===== config.mk =====
export PLATFORM = sky130hd
export DESIGN_NAME = ps2_key_fifo
export DESIGN_NICKNAME = d
export VERILOG_FILES = /design/src/rtl/ps2_key_fifo.sv
export SDC_FILE = /design/constraint.sdc
export NUM_CORES = 1
export LEC_CHECK = 0
export ABC_AREA = 1
export CORE_MARGIN = 3
export CORE_UTILIZATION = 50
export CTS_CLUSTER_DIAMETER = 100
export DETAILED_ROUTE_END_ITERATION = 10
export DONT_BUFFER_PORTS = 1
export PLACE_DENSITY_LB_ADDON = 0.25
export SYNTH_ARGS = -nofsm -noshare
export SYNTH_HDL_FRONTEND = slang
export SYNTH_SLANG_ARGS = --single-unit

===== constraint.sdc =====
create_clock -name clk -period 5.2 [get_ports clk]
set_input_delay 1.04 -clock clk [delete_from_list [all_inputs] [get_ports clk]]
set_output_delay 1.04 -clock clk [all_outputs]
set_load 0.005 [all_outputs]

===== src/rtl/ps2_key_fifo.sv =====
// ps2_key_fifo
//   PS/2 keyboard receiver. It synchronises both pins, glitch-filters the PS/2
//   clock, checks each 11-bit frame (start, 8 data bits LSB first, odd parity,
//   stop), folds the E0/F0 prefixes into flags, and queues decoded key events
//   in a first-word-fall-through FIFO.
//
// Ports
//   clk, reset            system clock; asynchronous active-high reset
//   ps2_clk, ps2_data     raw asynchronous PS/2 pins
//   rd_en                 pop the head entry (ignored while key_valid=0)
//   clear_err             clear the sticky overflow/frame_err flags
//   key_valid             FIFO not empty; the head fields are valid
//   key_code/_break/_ext  head scan code, release flag, extended flag
//   fifo_count            number of entries held
//   overflow              sticky: an event was dropped on a full FIFO
//   frame_err             sticky: a frame had a bad parity or stop bit
//
// Handshake: a head entry is offered while key_valid=1. rd_en acts as ready,
// and an entry is consumed on each edge where key_valid and rd_en are both 1.
module ps2_key_fifo #(
    parameter int DEPTH          = 8,
    parameter int FILTER_LEN     = 8,
    parameter int TIMEOUT_CYCLES = 100000
) (
    input  logic                     clk,
    input  logic                     reset,
    input  logic                     ps2_clk,
    input  logic                     ps2_data,
    input  logic                     rd_en,
    input  logic                     clear_err,
    output logic                     key_valid,
    output logic [7:0]               key_code,
    output logic                     key_break,
    output logic                     key_ext,
    output logic [$clog2(DEPTH):0]   fifo_count,
    output logic                     overflow,
    output logic                     frame_err
);
    localparam int PW  = $clog2(DEPTH);
    localparam int CW  = PW + 1;
    localparam int FCW = $clog2(FILTER_LEN);
    localparam int TOW = $clog2(TIMEOUT_CYCLES + 1);

    localparam logic [1:0] S_IDLE   = 2'd0;
    localparam logic [1:0] S_DATA   = 2'd1;
    localparam logic [1:0] S_PARITY = 2'd2;
    localparam logic [1:0] S_STOP   = 2'd3;

    // ---------------- synchronisers and clock filter ----------------
    logic           clk_s1_q, clk_s2_q, dat_s1_q, dat_s2_q;
    logic           filt_q, filt_d;
    logic [FCW-1:0] fcnt_q, fcnt_d;
    logic           sample;

    // The filter counts consecutive samples that disagree with its output and
    // flips once FILTER_LEN of them have been seen in a row.
    always_comb begin
        filt_d = filt_q;
        fcnt_d = '0;
        sample = 1'b0;
        if (clk_s2_q != filt_q) begin
            if (fcnt_q == FCW'(FILTER_LEN - 1)) begin
                filt_d = clk_s2_q;
                sample = filt_q;  // only the 1->0 transition strobes
            end else begin
                fcnt_d = fcnt_q + 1'b1;
            end
        end
    end

    always_ff @(posedge clk or posedge reset) begin
        if (reset) begin
            clk_s1_q <= 1'b1;
            clk_s2_q <= 1'b1;
            dat_s1_q <= 1'b1;
            dat_s2_q <= 1'b1;
            filt_q   <= 1'b1;
            fcnt_q   <= '0;
        end else begin
            clk_s1_q <= ps2_clk;
            clk_s2_q <= clk_s1_q;
            dat_s1_q <= ps2_data;
            dat_s2_q <= dat_s1_q;
            filt_q   <= filt_d;
            fcnt_q   <= fcnt_d;
        end
    end

    // ---------------- frame FSM ----------------
    logic [1:0]     state_q, state_d;
    logic [2:0]     bit_q, bit_d;
    logic [7:0]     shift_q, shift_d;
    logic           par_q, par_d;
    logic [TOW-1:0] to_q, to_d;
    logic           frame_good, frame_bad;

    always_comb begin
        state_d    = state_q;
        bit_d      = bit_q;
        shift_d    = shift_q;
        par_d      = par_q;
        to_d       = '0;
        frame_good = 1'b0;
        frame_bad  = 1'b0;
        if (state_q != S_IDLE && !sample) to_d = to_q + 1'b1;
        case (state_q)
            S_IDLE: begin
                if (sample && !dat_s2_q) begin
                    state_d = S_DATA;
                    bit_d   = '0;
                end
            end
            S_DATA: begin
                if (sample) begin
                    shift_d = {dat_s2_q, shift_q[7:1]};
                    bit_d   = bit_q + 1'b1;
                    if (bit_q == 3'd7) state_d = S_PARITY;
                end
            end
            S_PARITY: begin
                if (sample) begin
                    par_d   = dat_s2_q;
                    state_d = S_STOP;
                end
            end
            default: begin
                if (sample) begin
                    state_d = S_IDLE;
                    if ((^{shift_q, par_q}) && dat_s2_q) frame_good = 1'b1;
                    else                                 frame_bad  = 1'b1;
                end
            end
        endcase
        // A stalled frame is dropped silently; no error is flagged.
        if (state_q != S_IDLE && !sample && to_q == TOW'(TIMEOUT_CYCLES - 1)) begin
            state_d = S_IDLE;
            to_d    = '0;
        end
    end

    always_ff @(posedge clk or posedge reset) begin
        if (reset) begin
            state_q <= S_IDLE;
            bit_q   <= '0;
            shift_q <= '0;
            par_q   <= 1'b0;
            to_q    <= '0;
        end else begin
            state_q <= state_d;
            bit_q   <= bit_d;
            shift_q <= shift_d;
            par_q   <= par_d;
            to_q    <= to_d;
        end
    end

    // ---------------- prefix decoder ----------------
    logic       ext_q, ext_d, brk_q, brk_d;
    logic       push_q, push_d;
    logic [9:0] pdata_q, pdata_d;
    logic       frame_err_q, frame_err_d;

    always_comb begin
        ext_d       = ext_q;
        brk_d       = brk_q;
        push_d      = 1'b0;
        pdata_d     = pdata_q;
        frame_err_d = frame_bad | (frame_err_q & ~clear_err);
        if (frame_good) begin
            if (shift_q == 8'hE0) begin
                ext_d = 1'b1;
            end else if (shift_q == 8'hF0) begin
                brk_d = 1'b1;
            end else begin
                push_d  = 1'b1;
                pdata_d = {ext_q, brk_q, shift_q};
                ext_d   = 1'b0;
                brk_d   = 1'b0;
            end
        end
        if (frame_bad) begin
            ext_d = 1'b0;
            brk_d = 1'b0;
        end
    end

    // ---------------- FIFO ----------------
    logic [9:0]    mem [DEPTH];
    logic [PW-1:0] wr_ptr_q, rd_ptr_q;
    logic [CW-1:0] count_q, count_d;
    logic          overflow_q, overflow_d;
    logic          full, pop, do_push;

    assign full    = (count_q == CW'(DEPTH));
    assign pop     = rd_en && (count_q != '0);
    // A pop on the same cycle frees the slot a push into a full FIFO needs.
    assign do_push = push_q && (!full || pop);

    always_comb begin
        count_d = count_q;
        if (do_push && !pop)      count_d = count_q + 1'b1;
        else if (!do_push && pop) count_d = count_q - 1'b1;
        overflow_d = (push_q && full && !pop) | (overflow_q & ~clear_err);
    end

    always_ff @(posedge clk or posedge reset) begin
        if (reset) begin
            ext_q       <= 1'b0;
            brk_q       <= 1'b0;
            push_q      <= 1'b0;
            pdata_q     <= '0;
            frame_err_q <= 1'b0;
            wr_ptr_q    <= '0;
            rd_ptr_q    <= '0;
            count_q     <= '0;
            overflow_q  <= 1'b0;
        end else begin
            ext_q       <= ext_d;
            brk_q       <= brk_d;
            push_q      <= push_d;
            pdata_q     <= pdata_d;
            frame_err_q <= frame_err_d;
            count_q     <= count_d;
            overflow_q  <= overflow_d;
            if (do_push) wr_ptr_q <= wr_ptr_q + 1'b1;
            if (pop)     rd_ptr_q <= rd_ptr_q + 1'b1;
        end
    end

    always_ff @(posedge clk) begin
        if (do_push) mem[wr_ptr_q] <= pdata_q;
    end

    // Head fields are forced to 0 when empty so stale storage never shows.
    assign key_valid  = (count_q != '0);
    assign key_ext    = key_valid & mem[rd_ptr_q][9];
    assign key_break  = key_valid & mem[rd_ptr_q][8];
    assign key_code   = key_valid ? mem[rd_ptr_q][7:0] : 8'h00;
    assign fifo_count = count_q;
    assign overflow   = overflow_q;
    assign frame_err  = frame_err_q;
endmodule


==> results.yml, run 1 <==
synthesis:
  syn_area_sq_um: 6520
  ys_top_cells_by_area: "edfxtp_1 37%, dfrtp_1 23%, nand2_1 6.1%"
  yosysMostFrequentCell: "nand2_1"
  ys.warnings.count: 0
  ys_ff_latch: 144
  synth_flop_cell: "edfxtp_1"
  synth_common_cells: "106 x nand2_1, 104 x nor2_1, 80 x edfxtp_1"
  syn-num-nets: 661
  yosysSeqAreaShare: 0.615
  synth.distinct_cells: 43
  synth-edff-count: 80
  synth.avg_cell_area_sq_um: 10.2
  synth_area_leader_cell: "edfxtp_1"
  synth_top_cell_area_share: 0.369
  ys_async_sr_fraction: 0.444
  synth_cells: 639
setup_path:
  worstSetupPathType: "reg2out"
  r2r_start: "fifo_count[0]$_DFFE_PP0P_"
  end_kind: "output pin"
  startpoint_type: "register"
  r2r_setup_slack_ns: 2.61
  cp.arrival_ns: 2.46
  rr_worst_depth: 12
  r2r-end: "fifo_count[3]$_DFFE_PP0P_"
  crit_required_ns: 4.16
  path_max_fanout: 22
routing:
  dr.first_iter.drc_count: 384
  first_pass_iters: 5
  vias_per_cell: 5.30
  drc: 0
  ant_nets: 0
  routed_wl_mm: 12.7
  wire_per_inst_microns: 15.4
  vias: 4365
timing:
  max_freq_mhz: 286
  slew_headroom: 0.245
  final.period_utilization: 0.673
  layout_min_cycle_time_ns: 3.50
  rsz0062_at_grt: "no"
  skew_ns: 0.00784
  setup_tns_ns: 0
  setup_violations: 0
  setup_ws_ns: 1.70
  fin_hold_ws_ns: 0.355
  drv_slew: 0
  hold_violations: 0
  worst_slew_pin_slew_ns: 1.13
power:
  intPower_mw: 2.10
  combPwrFrac: 0.072
  p_per_area_nw_per_um2: 375
  total_power_mw: 2.72
  power_leakage_nw: 3.09
  clockPowerShare: 0.464
  power_frac_seq: 0.464
  p_switching_mw: 0.626
  max-vdd-ir-drop_uv: 314
  p_sw_frac: 0.230
floorplanning:
  die_area_sq_um: 14400
  core_area_sq_um: 12700
  die_h_microns: 120
  rows: 41
  start_util: 0.514
  io_pins: 23
  fp.dieW_microns: 120
job:
  max_cap_violations: 0
clock_network:
  cts_buffers: 17
  root_buffer: "clkbuf_16"
  holdBufCountCts: 0
  cts_max_level: 4
  cts_setup_buffers: 0
  clockBufferDepth: 2
  clkSinkCount: 144
  postCtsResizedCells: 0
  clkSlewWorstSetupHoldPaths_ns: 0.06
  clk_latency_ns: 0.42
  cts_tree: "done"
finish:
  syn2layout_area_growth_pct: 11.5
  nNetsFinal: 661
  stdcell_area_sq_um: 7270
  diodes: 0
  fin_util: 0.574
  layout-drive-gt1-share: 0.104
  stdcell_count: 824
global_routing:
  busiest_layer: "met2"
  grt_pass1_vias: 4290
  grtUsageMet1: 0.247
  antenna_found_initial: 0
  grt_use_met2: 0.320
  use_met3: 0.0457
  grt_pass1_wl_mm: 21.5
  grt_max_degree: 65
  grt_use_total: 0.193
  grt.overflow.total: 0
placement:
  dp_hpwl_mm: 8.24
  place_area_sq_um: 6650
  place_congestion: 0.832
  place.port_buffers: 0
  post-place-ws_ns: 2.17
  dp.cells: 792
status:
  outcome: "complete, no violations"
worst_hold_path:
  min_to: "dat_s2_q$_DFF_PP1_"
  hold_start: "dat_s1_q$_DFF_PP1_"
  whs_path_depth: 0
  holdCritPathClass: "reg2reg"
==> layer usage <==
metal	wire, microns	up-vias
li1	-	2162
met1	5660	2086
met2	6240	103
met3	612	14
met4	205	0
met5	0	-
==> layout make-up <==
| type | instances | area (sq um) |
|---|---|---|
| fillers | 1095 | 5400 |
| repair buffers | 2 | 15.0 |
| well taps | 172 | 215 |
| clock inverters | 15 | 189 |
| multi-input cells | 417 | 2200 |
| inverters | 57 | 214 |
| clock buffers | 17 | 425 |
| flip-flops and latches | 144 | 4010 |
==> layout by cell type (no fill, tap or decap), types with 3 or more instances in the layout <==
cell type and count:
xnor2_1 6, nor2_1 104, o21ai_1 6, inv_2 7
nor3_1 8, nand4_1 14, inv_6 3, clkbuf_16 17
edfxtp_1 80, nor3b_2 3, inv_1 50, dfrtp_1 59
clkinv_1 5, nor2_2 5, nand2_1 106, ha_1 15
bufinv_16 4, xor2_1 9, o22ai_1 11, dfstp_2 5
nor3b_1 3, nor4_1 4, nand2_2 7, o21ai_0 67
nand3_1 15, a21oi_1 5, a31oi_1 10
==> worst max path at each step <==
stage / from / cells past startpoint / endpoint / slack (ns)
after global placement: rd_ptr_q[1]$_DFFE_PP0N_ / 5 / key_code[6] / 2.25
after CTS: rd_ptr_q[1]$_DFFE_PP0N_ / 5 / key_ext / 1.71
after detailed placement: rd_ptr_q[1]$_DFFE_PP0N_ / 5 / key_ext / 2.17
after floorplan: reset / 1 / bit_q[0]$_DFFE_PP0P_ / 2.57
after global routing: rd_ptr_q[1]$_DFFE_PP0N_ / 5 / key_code[6] / 1.44
final: rd_ptr_q[1]$_DFFE_PP0N_ / 5 / key_ext / 1.70
==> state kept, by name, summed over array words and instances (netlist names), 2 cells and up <==
name / cells
bit_q: 3
fcnt_q: 3
fifo_count: 4
mem: 80
pdata_q: 10
rd_ptr_q: 3
shift_q: 8
state_q: 2
to_q: 17
wr_ptr_q: 3
==> power by group through the flow <==
stage	clock [mW]	sequential, mW	combinational, mW
CTS	1.28	1.26	0.200
finish	1.26	1.26	0.197
detailed placement	0	1.29	0.195
global route	1.34	1.27	0.232
floorplan	0	1.28	0.155
global placement	0	1.28	0.187
==> logic make-up (layout without fill, tap and decap cells) <==
kind of cell	after synthesis	after routing	synth area share
flops	144	144	0.615
buf+inv	78	91	0.0472
compound gates	104	104	0.0860
fa+ha+maj	16	16	0.0319
simple gates	282	282	0.199
xor+xnor	15	15	0.0202
==> worst max-delay path, cell delays in order (launching register included) <==
cell     delay, ns
dfrtp_1       0.65
inv_1         0.62
o21ai_0       0.22
o22ai_1       0.18
o21ai_1       0.08
a31oi_1       0.29
(Power assumes the default switching activity.)
==> inputs of run 2 (changes only) <==
==> constraint.sdc (replaced) <==
create_clock -name clk -period 3.04 [get_ports clk]
set_input_delay 0.608 -clock clk [delete_from_list [all_inputs] [get_ports clk]]
set_output_delay 0.608 -clock clk [all_outputs]
set_load 0.005 [all_outputs]
==> results.yml, run 2 (synthesis results as in run 1) <==
floorplanning:
  rows: 41
  die_area_sq_um: 14400
  core_area_sq_um: 12700
  start_util: 0.514
  die_h_microns: 120
  io_pins: 23
  fp.dieW_microns: 120
clock_network:
  clkSinkCount: 144
  cts_setup_buffers: 0
  root_buffer: "clkbuf_16"
  clockBufferDepth: 2
  clk_latency_ns: 0.41
  cts_buffers: 17
  cts_tree: "done"
  holdBufCountCts: 0
  postCtsResizedCells: 0
  clkSlewWorstSetupHoldPaths_ns: 0.06
  cts_max_level: 4
global_routing:
  grt_pass1_wl_mm: 22.2
  grt.overflow.total: 0
  grt_max_degree: 65
  grt_use_total: 0.196
  antenna_found_initial: 0
  grt_pass1_vias: 4565
power:
  max-vdd-ir-drop_uv: 612
  p_sw_frac: 0.239
  clockPowerShare: 0.432
  p_per_area_nw_per_um2: 604
  combPwrFrac: 0.076
  power_frac_seq: 0.493
  p_switching_mw: 1.05
  power_leakage_nw: 3.07
  intPower_mw: 3.34
  total_power_mw: 4.39
setup_path:
  critPathTopFamily: "compound AO/OA/AOI/OAI gates"
  worstSetupPathType: "reg2out"
  end_kind: "output pin"
  cpPeakStageDelay_ns: 0.48
  path_cells: "inv_1 > o21ai_0 > o22ai_1 > o21ai_0 > a31oi_1"
  cp.arrival_ns: 2.08
  startpoint_type: "register"
  crit_required_ns: 2.43
  crit_buf_inv: 1
  critPathSlowestCell: "inv_1"
  crit_top_cell: "o21ai_0"
  path_max_fanout: 21
placement:
  place_area_sq_um: 6720
  post-place-ws_ns: 0.663
  place_congestion: 0.816
  dp.cells: 801
  dp_hpwl_mm: 8.69
  place.port_buffers: 0
finish:
  syn2layout_area_growth_pct: 11.5
  stdcell_count: 833
  largest_register: "mem"
  largestRegisters: "mem x80, to_q x17, pdata_q x10"
  stdcell_area_sq_um: 7270
  fin_util: 0.573
  final_cell_mix: "106 x nand2_1, 104 x nor2_1, 80 x edfxtp_1, 67 x o21ai_0, 59 x dfrtp_1"
  layout-drive-gt1-share: 0.120
  largest_reg_flops: 80
  layout_commonest_cell: "nand2_1"
  nNetsFinal: 670
  diodes: 0
timing:
  setup_tns_ns: 0
  fin_hold_ws_ns: 0.190
  setup_violations: 0
  rsz0062_at_grt: "no"
  setup_ws_ns: 0.348
  drv_slew: 0
  worst_slew_pin_slew_ns: 0.821
  slew_headroom: 0.451
  skew_ns: 0.00527
  final.period_utilization: 0.886
  hold_violations: 0
  max_freq_mhz: 371
  layout_min_cycle_time_ns: 2.69
routing:
  wire_per_inst_microns: 15.4
  vias: 4441
  routed_wl_mm: 12.8
  vias_per_cell: 5.33
  ant_nets: 0
  first_pass_iters: 5
  dr.first_iter.drc_count: 353
  drc: 0
job:
  max_cap_violations: 0
status:
  outcome: "complete, no violations"
worst_hold_path:
  holdCritPathClass: "in2reg"
-- run 2: cell count changes in the layout (fill, tap and decap cells not counted) --
cell | before | now
clkbuf_1 | 0 | 1
clkinv_2 | 0 | 4
clkinv_4 | 1 | 3
inv_6 | 3 | 2
bufinv_16 | 4 | 1
buf_4 | 2 | 11
clkinv_1 | 5 | 2
-- run 2: power by group through the flow --
stage	Sequential, mW	Clock, mW	Combinational, mW
global placement	2.19	0	0.320
global route	2.17	2.03	0.393
detailed placement	2.20	0	0.336
floorplan	2.19	0	0.265
finish	2.16	1.89	0.332
CTS	2.16	1.93	0.342
-- run 2: layout make-up --
class | instances | area [sq um]
clock buffer | 18 | 429
multi-input combinational | 417 | 2200
timing repair buffer | 11 | 82.6
sequential | 144 | 4010
tap | 172 | 215
clock inverter | 14 | 116
fill | 1087 | 5410
inverter | 57 | 214
-- run 2: worst reg2reg max path, cell delays in order (launching register included) --
cell     delay (ns)
dfrtp_1        0.45
nor2_1         0.17
nand3_1        0.11
nand2_1        0.10
inv_1          0.10
ha_1           0.24
inv_1          0.12
ha_1           0.25
a21o_1         0.18
a21oi_1        0.16
nand2_1        0.08
nand2_1        0.07
nor2_1         0.05
xor2_1         0.13
-- run 2: metal layers --
layer  up-vias  wire length, microns  track usage  share of wire
li1       2186                     -            -              -
met5         -                     0            0              0
met2        81                  6610        0.334           0.52
met3        18                   514       0.0608          0.040
met4         0                   178       0.0644          0.014
met1      2156                  5520        0.240           0.43
-- run 2: path summary, 6_finish.rpt --
path                                            from                         to  slack (ns)  depth (start not counted)
max                          rd_ptr_q[1]$_DFFE_PP0N_                key_code[3]        0.35                          5
min                                          ps2_clk         clk_s1_q$_DFF_PP1_        0.19                          0
max reg2reg                fifo_count[0]$_DFFE_PP0P_  fifo_count[3]$_DFFE_PP0P_        0.71                         13
min reg2reg                       clk_s1_q$_DFF_PP1_         clk_s2_q$_DFF_PP1_        0.35                          0
max in group asynchronous                      reset       bit_q[2]$_DFFE_PP0P_        2.20                          2
min in group asynchronous                      reset  fifo_count[0]$_DFFE_PP0P_        0.31                          2
